$ cat src/rtl/count_sched_pkg.sv
// Shared types and constants for the count_sched scheduler and its arbiter.
package count_sched_pkg;

    typedef enum logic [1:0] {
        ST_IDLE = 2'b00,
        ST_RUN  = 2'b01,
        ST_DONE = 2'b10
    } state_e;

    localparam logic DIR_UP   = 1'b0;
    localparam logic DIR_DOWN = 1'b1;

endpackage

$ cat src/rtl/count_sched_rr_arb2.sv
// Two-input round-robin arbiter; combinational winner, registered last-grant pointer.
module rr_arb2 (
    input  logic       C,
    input  logic       R,
    input  logic [1:0] req,
    input  logic       upd,
    output logic [1:0] win_c
);

    // last_q = index of the most recently granted requester; reset favours requester 0
    logic last_q;
    logic last_d;

    always_comb begin
        win_c  = 2'b00;
        last_d = last_q;
        unique case (req)
            2'b01:   win_c = 2'b01;
            2'b10:   win_c = 2'b10;
            2'b11:   win_c = last_q ? 2'b01 : 2'b10;
            default: win_c = 2'b00;
        endcase
        if (upd && (win_c != 2'b00)) begin
            last_d = win_c[1];
        end
    end

    always_ff @(posedge C) begin
        if (R) begin
            last_q <= 1'b1;
        end else begin
            last_q <= last_d;
        end
    end

endmodule

$ cat src/rtl/count_sched.sv
// Round-robin scheduler sharing one up/down counter between two requesters.
// Optional pause input EN is enabled by defining COUNT_SCHED_PAUSE_EN.
module count_sched
    import count_sched_pkg::*;
#(
    parameter int unsigned WIDTH = 4
) (
    input  logic             C,
    input  logic             R,
    input  logic [1:0]       REQ,
    input  logic             M0,
    input  logic             M1,
    input  logic [WIDTH-1:0] LIM0,
    input  logic [WIDTH-1:0] LIM1,
`ifdef COUNT_SCHED_PAUSE_EN
    input  logic             EN,
`endif
    output logic [1:0]       GNT,
    output logic [WIDTH-1:0] P,
    output logic             BUSY,
    output logic [1:0]       DONE
);

    state_e           state_q, state_d;
    logic [1:0]       gnt_q, gnt_d;
    logic [WIDTH-1:0] p_q, p_d;
    logic             busy_q, busy_d;
    logic [1:0]       done_q, done_d;
    logic             dir_q, dir_d;
    logic [WIDTH-1:0] lim_q, lim_d;

    logic [1:0]       win_c;
    logic             upd_c;
    logic             step_c;
    logic             dir_c;
    logic [WIDTH-1:0] lim_c;
    logic [WIDTH-1:0] term_c;

`ifdef COUNT_SCHED_PAUSE_EN
    assign step_c = EN;
`else
    assign step_c = 1'b1;
`endif

    assign upd_c  = (state_q == ST_IDLE) && (REQ != 2'b00);
    assign dir_c  = win_c[1] ? M1 : M0;
    assign lim_c  = win_c[1] ? LIM1 : LIM0;
    assign term_c = (dir_q == DIR_UP) ? lim_q : '0;

    rr_arb2 u_arb (
        .C     (C),
        .R     (R),
        .req   (REQ),
        .upd   (upd_c),
        .win_c (win_c)
    );

    // Next-state and output logic
    always_comb begin
        state_d = state_q;
        gnt_d   = gnt_q;
        p_d     = p_q;
        busy_d  = busy_q;
        done_d  = 2'b00;
        dir_d   = dir_q;
        lim_d   = lim_q;
        case (state_q)
            ST_IDLE: begin
                if (REQ != 2'b00) begin
                    state_d = ST_RUN;
                    gnt_d   = win_c;
                    busy_d  = 1'b1;
                    dir_d   = dir_c;
                    lim_d   = lim_c;
                    p_d     = (dir_c == DIR_UP) ? '0 : lim_c;
                end
            end
            ST_RUN: begin
                if ((REQ & gnt_q) == 2'b00) begin
                    state_d = ST_IDLE;
                    gnt_d   = 2'b00;
                    busy_d  = 1'b0;
                    p_d     = '0;
                end else if (step_c) begin
                    if (p_q == term_c) begin
                        state_d = ST_DONE;
                        done_d  = gnt_q;
                    end else if (dir_q == DIR_UP) begin
                        p_d = p_q + WIDTH'(1);
                    end else begin
                        p_d = p_q - WIDTH'(1);
                    end
                end
            end
            ST_DONE: begin
                state_d = ST_IDLE;
                gnt_d   = 2'b00;
                busy_d  = 1'b0;
            end
            default: begin
                state_d = ST_IDLE;
                gnt_d   = 2'b00;
                busy_d  = 1'b0;
                p_d     = '0;
            end
        endcase
    end

    always_ff @(posedge C) begin
        if (R) begin
            state_q <= ST_IDLE;
            gnt_q   <= 2'b00;
            p_q     <= '0;
            busy_q  <= 1'b0;
            done_q  <= 2'b00;
            dir_q   <= DIR_UP;
            lim_q   <= '0;
        end else begin
            state_q <= state_d;
            gnt_q   <= gnt_d;
            p_q     <= p_d;
            busy_q  <= busy_d;
            done_q  <= done_d;
            dir_q   <= dir_d;
            lim_q   <= lim_d;
        end
    end

    assign GNT  = gnt_q;
    assign P    = p_q;
    assign BUSY = busy_q;
    assign DONE = done_q;

endmodule

$ cat config.mk
export PLATFORM = sky130hd
export DESIGN_NAME = count_sched
export DESIGN_NICKNAME = d
export VERILOG_FILES = /design/src/rtl/count_sched_pkg.sv /design/src/rtl/count_sched_rr_arb2.sv /design/src/rtl/count_sched.sv
export SDC_FILE = /design/constraint.sdc
export NUM_CORES = 1
export LEC_CHECK = 0
export CAP_MARGIN = 20
export CORE_MARGIN = 8
export CORE_UTILIZATION = 48
export DETAILED_ROUTE_END_ITERATION = 7
export PLACE_DENSITY = 0.85
export REMOVE_ABC_BUFFERS = 1
export SYNTH_ARGS = -nofsm -noshare
export SYNTH_HDL_FRONTEND = slang
export SYNTH_SLANG_ARGS = --single-unit
$ cat constraint.sdc
create_clock -name C -period 1.9 [get_ports C]
set_clock_uncertainty 0.1 [all_clocks]
set_input_delay 0.475 -clock C [delete_from_list [all_inputs] [get_ports C]]
set_output_delay 0.475 -clock C [all_outputs]
set_load 0.01 [all_outputs]
[Word-level counts from Yosys, hierarchy flattened]
Cells that the tools add are included.
Storage, ports and cells
  flip-flop bits (word level): 17
  bits in latches: 0
  RAM bits: 0
  ROM bits: 0
  input port bits: 14
  output and inout port bits: 9
  word-level logic and storage cells: 56
  memories kept: 0
Cells by class
  add/sub/neg operators: 2
  multiply operators: 0
  divide/modulo/power cells: 0
  magnitude comparators: 0
  eq/ne operators: 10
  shift operators: 0
  muxes and demuxes: 21
  bitwise gates (word level): 4
  reduce and logical (&&, ||, !) cells: 11
Operators by type and width (count)
  two-way mux 4 bit: 7
  two-way mux 2 bit: 6
  one-hot mux 4 bit (3 select lines): 1
  one-hot mux 2 bit (2 select lines): 2
  equality test 2 bit (second input constant): 3
  != test 3 bit (second input constant): 2
  one-hot mux 2 bit (3 select lines): 1
  AND reduction 2 bit: 3
  adder 4 x 1 -> 4 bit (second input constant): 1
  equality test 2 x 1 -> 1 bit (second input constant): 2
  equality test 4 bit: 1
  zero test 2 bit: 2
  nonzero test 2 bit: 2
  OR reduction 4 bit: 1
  subtractor 4 x 1 -> 4 bit (second input constant): 1
  two-way mux 1 bit: 3
  NOT 1 bit: 3
  AND reduction 3 bit: 1
  AND 2 bit: 1
  logical AND 1 bit: 2
  != test 2 x 1 -> 1 bit (second input constant): 1
  != test 2 bit (second input constant): 1
  one-hot mux 1 bit (2 select lines): 1

[Logic depth before layout (Yosys ltp)]
Gate-level depths: netlist of run 1.
  word-level depth: 6
  gate-level depth with buffers: 6
  gate-level depth less buffers: 6

[By module]
From an unflattened synthesis of run 1, not the netlist that was laid out.
Second synthesis, totals
  cell total of the unflattened synthesis: 100
  area, all modules: 952.2 µm²
Modules (own cells, without submodules)
  count_sched: instances 1, cells an instance 93, area an instance 890.9 µm², sequential area each 320.3 µm²
  rr_arb2: instances 1, cells an instance 7, area an instance 61.3 µm², sequential area each 20.0 µm²

[Least setup slack after synthesis of run 1]
Ideal clock, no wire load.
  kind: register -> register
  start: register p_q[1], in the netlist P[1]
  end: register p_q[1], in the netlist P[1]
  library setup time: 0.070 ns
  arrival: 1.427 ns
  required time: 1.730 ns
  path slack: 0.302 ns
  cell stages (with the launch flop): 6
  buffers on the path: 0
  period minus slack after synthesis: 1.598 ns
  path through: dfxtp_1 -> xnor2_1 -> nand4b_1 -> a32o_2 -> o31ai_4 -> o2bb2ai_1
Between the ends
  cells in the longest elaborated chain, start to end: 5
  elaborated cells between the ends (all ways): 9
  those cells by class: add/sub: 2; eq/ne: 2; mux: 4; reduce/logical: 1
RTL lines
  start: declaration: RTL line count_sched.sv:26  | logic [WIDTH-1:0] p_q, p_d;
  start signal: assignment: RTL line count_sched.sv:121  | p_q <= p_d;
  adder 4 x 1 -> 4 bit or subtractor 4 x 1 -> 4 bit (tied branches): RTL line count_sched.sv:89, count_sched.sv:91
  two-way mux 4 bit: RTL line count_sched.sv:88  | end else if (dir_q == DIR_UP) begin
  two-way mux 4 bit: RTL line count_sched.sv:85  | if (p_q == term_c) begin
  two-way mux 4 bit: RTL line count_sched.sv:79  | if ((REQ & gnt_q) == 2'b00) begin
  one-hot mux 4 bit (3 select lines): RTL line count_sched.sv:67  | case (state_q)
Several ways; a longest one is shown, not always the timed one. The select of a mux whose other input is x is not followed.
A chain may end at the register's enable or synchronous reset.

[Worst setup path in the final report of run 1]
  start: register p_q[3], in the netlist P[3]
  end: output P[3]
RTL lines
  end: declaration: RTL line count_sched.sv:19  | output logic [WIDTH-1:0] P,
No word-level cell between the ends.

==> results.md, run 1 <==
- Yosys mapped a number of flops with a built-in enable equal to 0.
- The initial utilization of the core area, before any placement, comes to 0.499.
- By area the synthesized netlist is led by sky130_fd_sc_hd__dfxtp_1 35%, sky130_fd_sc_hd__nor2_1 6.6%, sky130_fd_sc_hd__mux2i_1 5.2%.
- The number of standard-cell rows in the floorplan is 16.
- The clock latency at the later pin of the worst-skew pair is 0.30 ns.
- Clock-pin slew was measured on the worst setup and hold paths at 0.11 ns.
- The total iterations of the first detailed-routing run is 4.
- The signed area change from the synthesized netlist to the final layout is 39.5%.
- In the layout the commonest cells are 22 x sky130_fd_sc_hd__clkdlybuf4s50_1, 17 x sky130_fd_sc_hd__nor2_1, 13 x sky130_fd_sc_hd__dfxtp_1, 9 x sky130_fd_sc_hd__buf_4.
- The number of design rule violations left after detail routing is 0.
- For the pin with the worst max-slew slack, the measured transition is 0.511 ns.
- After routing the design area is 1340 um^2.
- The via count of the first global-routing pass is 894.
- The number of pins with negative max-slew slack in the final report is 0.
- The width of the die is 60.7 um.
- The core region is 1920 um^2.
- The launching element type of the critical path is a register.
- The endpoint required time on the critical path is 1.32 ns.
- The initial antenna violation count was 0.
- The number of setup violations in the final report is 0.
- After synthesis the netlist holds a flip-flop and latch count of 17.
- The routed design uses 165 um of met3 wire.
- The most used flip-flop cell after synthesis is sky130_fd_sc_hd__dfxtp_1.
- The cell area that synthesis handed to floorplanning was 960 um^2.
- The routed layout has 956 vias.
- The CTS tree is built.
- The floorplan step defined a die boundary enclosing 3690 um^2.
- The run finished with clean final reports.
- The routed wirelength normalized by instance count is 14.1 um.
- The first global-routing pass estimated 3.88 mm of wire.
- STA classifies the critical path endpoint as a primary output.
- Once routing completed, OpenROAD measured the worst setup slack at 0.0576 ns.
- The number of antenna diodes in the final layout is 0.
- The share of synthesized area in the top cell type comes to 0.355.
- Headroom to the max-slew limit came out at 0.658.
- The synthesized design spends more area on one cell type than any other, namely sky130_fd_sc_hd__dfxtp_1.
- The peak supply drop is 0.489 mV.
- In this design, the largest share of critical-path delay is due to buffers and inverters.
- The clock drives 17 sinks.
- The worst setup slack after placement is -0.278 ns.
- In this run the clock root is driven by a sky130_fd_sc_hd__clkbuf_4.
- The arrival time of data at the critical path endpoint is 1.27 ns.
- The sequential cells in the finished layout cover a total of 350 um^2.
- At the end of routability-driven placement, the weighted congestion stood at 0.833.
- The detailed router put a total of 1.07 mm of wire on met1.
- The number of placed I/O pins is 23.
- The largest individual stage delay along the critical path comes from the cell sky130_fd_sc_hd__clkdlybuf4s50_1.
- The quantity of I/O buffers inserted on ports is 22.
- The fill cell instance count of the final layout is 175.
- The most frequent standard cell in the layout excluding fill and tap cells is sky130_fd_sc_hd__clkdlybuf4s50_1.
- In the final layout, the share of cells above drive strength 1 is 0.168.
- The maximum clock frequency is 543 MHz.
- Buffers inserted during clock tree synthesis total 3.
- The number of failing hold endpoints at the final stage is 0.
- The standby leakage power is 0.000512 uW.
- The length of routed met2 wiring is 1.11 mm.
- The power per cell area is 650 nW/um^2.
- The average footprint of a synthesized cell is 8.65 um^2.
- The highest routing layer actually used is met4.
- Counting every instance in the synthesized netlist gives 111.
- CTS built an H-tree with a depth of 1.
- The total global-route track usage is 0.139.
- The detail route stage leaves a number of antenna-violating nets equal to 0.
- The vertical die dimension is 60.7 um.
- The via count normalized by instance count is 5.62.
- The number of hold buffers added after CTS was 0.
- The largest fanout on the critical path is 6.
- For this run the aggregate overflow at the end of global routing stands at 0.
- The final period utilization is 0.970.
- The number of buffer and inverter stages on the critical path is 1.
- The total cell area at the placement stage is 1280 um^2.
- Subtracting the final worst setup slack from the clock period gives 1.84 ns.
- The number of distinct library cell variants in the gate-level netlist after synthesis is 34.
- The wire length reported by the detailed router is 2.41 mm.
- The count of maximum capacitance violations is 0.
- The async set or reset register ratio after synthesis is 0.
- Setup repair after global routing left no endpoint under its margin.
- In this design, the stage delay of the slowest critical-path cell is 0.56 ns.
- The worst min-delay path class is reg -> reg.
- The setup path with the least slack is of type reg -> out.
- The wire-length estimate of the detail-placed layout is 1.87 mm.
- The area of the multi-input gates is 617 um^2.
- The share of the yosys chip area belonging to registers is 0.355.
- The detailed router finished its first iteration with 22 violations.
- Walking the worst path, the cells encountered are clkdlybuf4s50_1.
- The number of nets in the final layout is 161.
- No sink is reached through more buffers than the 2 on the longest clock path.
- The number of warnings printed during yosys synthesis is 0.
- Entering global routing, the biggest net connects 16 pins.
## path summary, 6_finish.rpt
check	slack (ns)	end	depth (start not counted)	start
max	0.06	P[3]	1	P[3]
min	0.43	BUSY	2	BUSY
max reg2reg	0.18	P[3]	6	dir_q
min reg2reg	0.43	BUSY	2	BUSY
## state kept, by name, indices dropped and copies added (netlist names)
| signal | flops |
|---|---|
| dir_q | 1 |
| DONE | 2 |
| P | 4 |
| lim_q | 4 |
| BUSY | 1 |
| GNT | 2 |
| u_arb.last_q | 1 |
| state_q | 2 |
## final cells by class
type	instances	share of cell area
multi-input combinational	90	0.461
sequential	17	0.262
timing repair buffer	32	0.230
tap	27	0.0252
clock buffer	3	0.0168
clock inverter	1	0.00561
## tightest hold or removal path: cells and delay by family, from the launching register on
family	cells	cell delay [ns]
AOI/OAI and AO/OA	1	0.07
and+or+nand+nor	1	0.08
DFF	1	0.36
## kinds of logic after synthesis
group           after synthesis  synth area share
simple gates                 42             0.222
compound gates               35             0.262
flops                        17             0.355
xor+xnor                      5            0.0456
mux                           5            0.0522
buf+inv                       4            0.0169
fa+ha+maj                     3            0.0469
## metrics by stage
| step | hold slack, ns | setup TNS (ns) | power, uW | instances | utilization |
|---|---|---|---|---|---|
| final | 0.428 | 0 | 870 | 170 | 0.697 |
| after global routing | 0.446 | 0 | 920 | 170 | 0.697 |
| after global placement | 0.384 | -1.37 | 667 | 166 | 0.669 |
| after CTS | 0.420 | 0 | 871 | 170 | 0.688 |
| after floorplan | 0.398 | 0 | 558 | 107 | - |
| after detailed placement | 0.384 | -1.89 | 677 | 166 | 0.669 |
## metal layers
layer,vias up,global-route usage
met5,-,0
met4,0,0.0897
met3,4,0.0318
met2,34,0.226
met1,437,0.160
li1,481,-
## repair_timing
action | CTS | global route
gates cloned | 0 | 0
endpoints found under the hold margin | 0 | 0
pin swaps | 0 | 1
setup endpoints to repair | 4 | 5
resized for setup | 5 | 4
buffers inserted | 0 | 0
## cells in the mapped netlist, types with 2 or more instances
cell                        number
sky130_fd_sc_hd__nand2_1         7
sky130_fd_sc_hd__xnor2_1         2
sky130_fd_sc_hd__xor2_1          3
sky130_fd_sc_hd__a21oi_1         7
sky130_fd_sc_hd__nor3_1          3
sky130_fd_sc_hd__and2_1          2
sky130_fd_sc_hd__a22oi_1         5
sky130_fd_sc_hd__a211oi_1        5
sky130_fd_sc_hd__o2bb2ai_1       4
sky130_fd_sc_hd__nand3_1         4
sky130_fd_sc_hd__clkbuf_1        3
sky130_fd_sc_hd__ha_1            2
sky130_fd_sc_hd__nor2_1         17
sky130_fd_sc_hd__mux2i_1         5
sky130_fd_sc_hd__dfxtp_1        17
sky130_fd_sc_hd__o21ai_0         7
## where the power goes
group | leakage (uW) | switching, uW | internal (uW) | total, uW
clock network | 0.0000139 | 113 | 80.2 | 193
registers | 0.000142 | 40.0 | 384 | 424
logic | 0.000356 | 118 | 135 | 253
Note: power is estimated with default switching activity, not from simulation.
==> run 2, diff against run 1 <==
CORE_MARGIN = 2   (was 8)
SKIP_LAST_GASP = 1   (was not set)
==> run 2 against run 1 <==
- critical endpoint is now P[3]
- die area shrank 36%
- utilization shrank 0.59 points
- total power is essentially flat
- worst setup slack gained 0.0010 ns
- cell count shrank 1.2%
- flip-flop and latch count is the same
- worst hold slack lost 0.0093 ns
- sequential power is essentially flat
==> results.md, run 2 (synthesis gave the netlist of run 1 again) <==
- The number of pins with negative max-slew slack in the final report came to 0 (unchanged).
- The power per cell area came to 655 nW/um^2 (+0.80%).
- The clock latency at the later pin of the worst-skew pair is 0.28 ns (-0.02 ns).
- The via count of the first global-routing pass is 953 (+6.6%).
- The core footprint is 1920 um^2 (unchanged).
- The standby leakage power was 0.000507 uW (-1.0%).
- The maximum clock path buffer count is 2 (unchanged).
- The number of design rule violations left after detail routing came to 0 (unchanged).
- Leaving out fill and tap cells, the most frequent cells in the layout are 22 x sky130_fd_sc_hd__clkdlybuf4s50_1, 17 x sky130_fd_sc_hd__nor2_1, 12 x sky130_fd_sc_hd__dfxtp_1.
- The number of nets in the final layout was 159 (-1.2%).
- The cell chosen for the clock root is sky130_fd_sc_hd__clkbuf_4.
- The first-pass GRT wire length is 4.11 mm (+5.7%).
- The number of hold buffers added after CTS is 0 (unchanged).
- The endpoint required time on the critical path is 2.02 ns (+0.70 ns).
- The number of setup violations in the final report is 0 (unchanged).
- The number of standard-cell rows in the floorplan is 16 (unchanged).
- The final period utilization came to 0.969 (about the same).
- The min-delay analysis places its worst path in the category reg -> reg.
- The number of sinks driven by the clock tree is 17 (unchanged).
- The final worst hold slack is 0.418 ns (-0.00930 ns).
- The overall die area was 2370 um^2 (-36%).
- The worst-case headroom to the max-slew limit came to 0.675 (+0.0177).
- The total global-route track usage was 0.220 (+0.0810).
- The slack of the worst reg-to-reg path is 0.19 ns (about the same).
- The launch point of the worst reg-to-reg path is dir_q.
- The number of failing hold endpoints at the final stage was 0 (unchanged).
- The total iterations of the first detailed-routing run is 4 (unchanged).
- The worst-case reg-to-reg path depth came to 5 (-1).
- The first-iteration detailed-routing DRC count is 37 (+68%).
- The worst setup path startpoint is REQ[1].
- The width of the die is 48.7 um (-20%).
- The arrival time of data at the critical path endpoint came to 1.96 ns (+0.69 ns).
- The count of maximum capacitance violations came to 0 (unchanged).
- Relative to the synthesized area, the layout overhead comes to 38.3%.
- The post-detailed-placement half-perimeter wirelength is 1.85 mm (-1.4%).
- The number of placed I/O pins is 23 (unchanged).
- The wire length reported by the detailed router is 2.41 mm (+0.21%).
- The hold path depth is 1 (-1).
- The final critical-path required period was 1.84 ns (-0.00102 ns).
- The launching element type of the critical path is an input pin.
- The H-tree depth reported by CTS is 1 (unchanged).
- The residual antenna-violating net count after detailed routing is 0 (unchanged).
- The via count normalized by instance count is 5.72 (+1.7%).
- The largest fanout on the critical path is 5 (-1).
- The library cell used most frequently in the layout, excluding fill and tap cells, is sky130_fd_sc_hd__clkdlybuf4s50_1.
- The clock slew at the register clock pins of the worst setup and hold paths is 0.10 ns (about the same).
- The start point of the worst hold path is P[2].
- The quantity of I/O buffers inserted on ports was 22 (unchanged).
- The number of antenna diodes is 0 (unchanged).
- The routed wirelength normalized by instance count was 14.3 um (+1.4%).
- The critical setup path kind is in -> reg.
- The largest net degree at the start of global routing is 16 (unchanged).
- STA classifies the critical path endpoint as a register.
- The number of buffers inserted during clock tree synthesis is 3 (unchanged).
- Setup repair after global routing could not meet its margin everywhere.
- The routability congestion estimate from global placement is 0.857 (+2.8%).
- The fraction of final layout cells sized beyond drive strength 1 is 0.170 (+0.00238).
- The CTS tree is built.
- The cell count after placement was 164 (-1.2%).
- The initial core utilization is 0.499 (unchanged).
- The maximum clock frequency is 543 MHz (about the same).
- The peak supply drop is 0.438 mV (-10%).
- The transition time at the pin with the least slew margin is 0.485 ns (-0.0265 ns).
- The final cell count without fillers is 168 (-1.2%).
- The vertical die dimension is 48.7 um (-20%).
- The leftover overflow at the end of global routing is 0 (unchanged).
- The run finished with clean final reports.
- The initial antenna violation count is 0 (unchanged).
- The via count is 961 (+0.52%).
- The fill cell instance count of the final layout is 172 (-1.7%).
-- run 2: final cells by class --
class / instances / area, um^2 / area share
clock inverter: 1 / 5.00 / 0.00377
tap: 27 / 33.8 / 0.0254
multi-input combinational: 90 / 622 / 0.468
timing repair buffer: 30 / 293 / 0.221
sequential: 17 / 352 / 0.265
clock buffer: 3 / 22.5 / 0.0170
-- run 2: repair_timing --
action | in CTS | in global routing
cloned | 0 | 0
pin swaps | 0 | 1
setup endpoints to repair | 3 | 7
gates resized for setup | 3 | 8
setup buffers | 0 | 0
-- run 2: path summary, 6_finish.rpt --
kind / end
hold reg to reg: P[2]
hold / removal: P[2]
setup reg to reg: P[3]
setup / recovery: P[3]
-- run 2: power breakdown --
part | total [uW] | internal [uW] | switching (uW)
Sequential | 426 | 384 | 41.5
Combinational | 252 | 133 | 119
Clock | 191 | 78.1 | 113
-- run 2: critical path: stages --
cell and delay [ns]:
sky130_fd_sc_hd__clkdlybuf4s50_1 0.52, sky130_fd_sc_hd__a22oi_1 0.12, sky130_fd_sc_hd__or3b_4 0.44, sky130_fd_sc_hd__o31ai_4 0.25, sky130_fd_sc_hd__o2bb2ai_1 0.15
-- run 2: through the flow --
step	area [um^2]	total power (uW)	worst slack (ns)	utilization	setup TNS (ns)
2_1_floorplan	943	558	0.257	-	0
6_report	1330	869	0.0587	0.691	0
5_1_grt	1330	922	-0.0353	0.691	-0.0446
3_5_place_dp	1270	676	-0.298	0.661	-2.34
3_3_place_gp	1270	664	-0.203	0.661	-1.22
4_1_cts	1300	869	0.00514	0.677	0
-- run 2: per-layer routing --
| metal | track usage | part of all wire |
|---|---|---|
| met5 | 0 | 0 |
| met3 | 0.0278 | 0.039 |
| met4 | 0.138 | 0.018 |
| met2 | 0.370 | 0.50 |
| met1 | 0.266 | 0.45 |
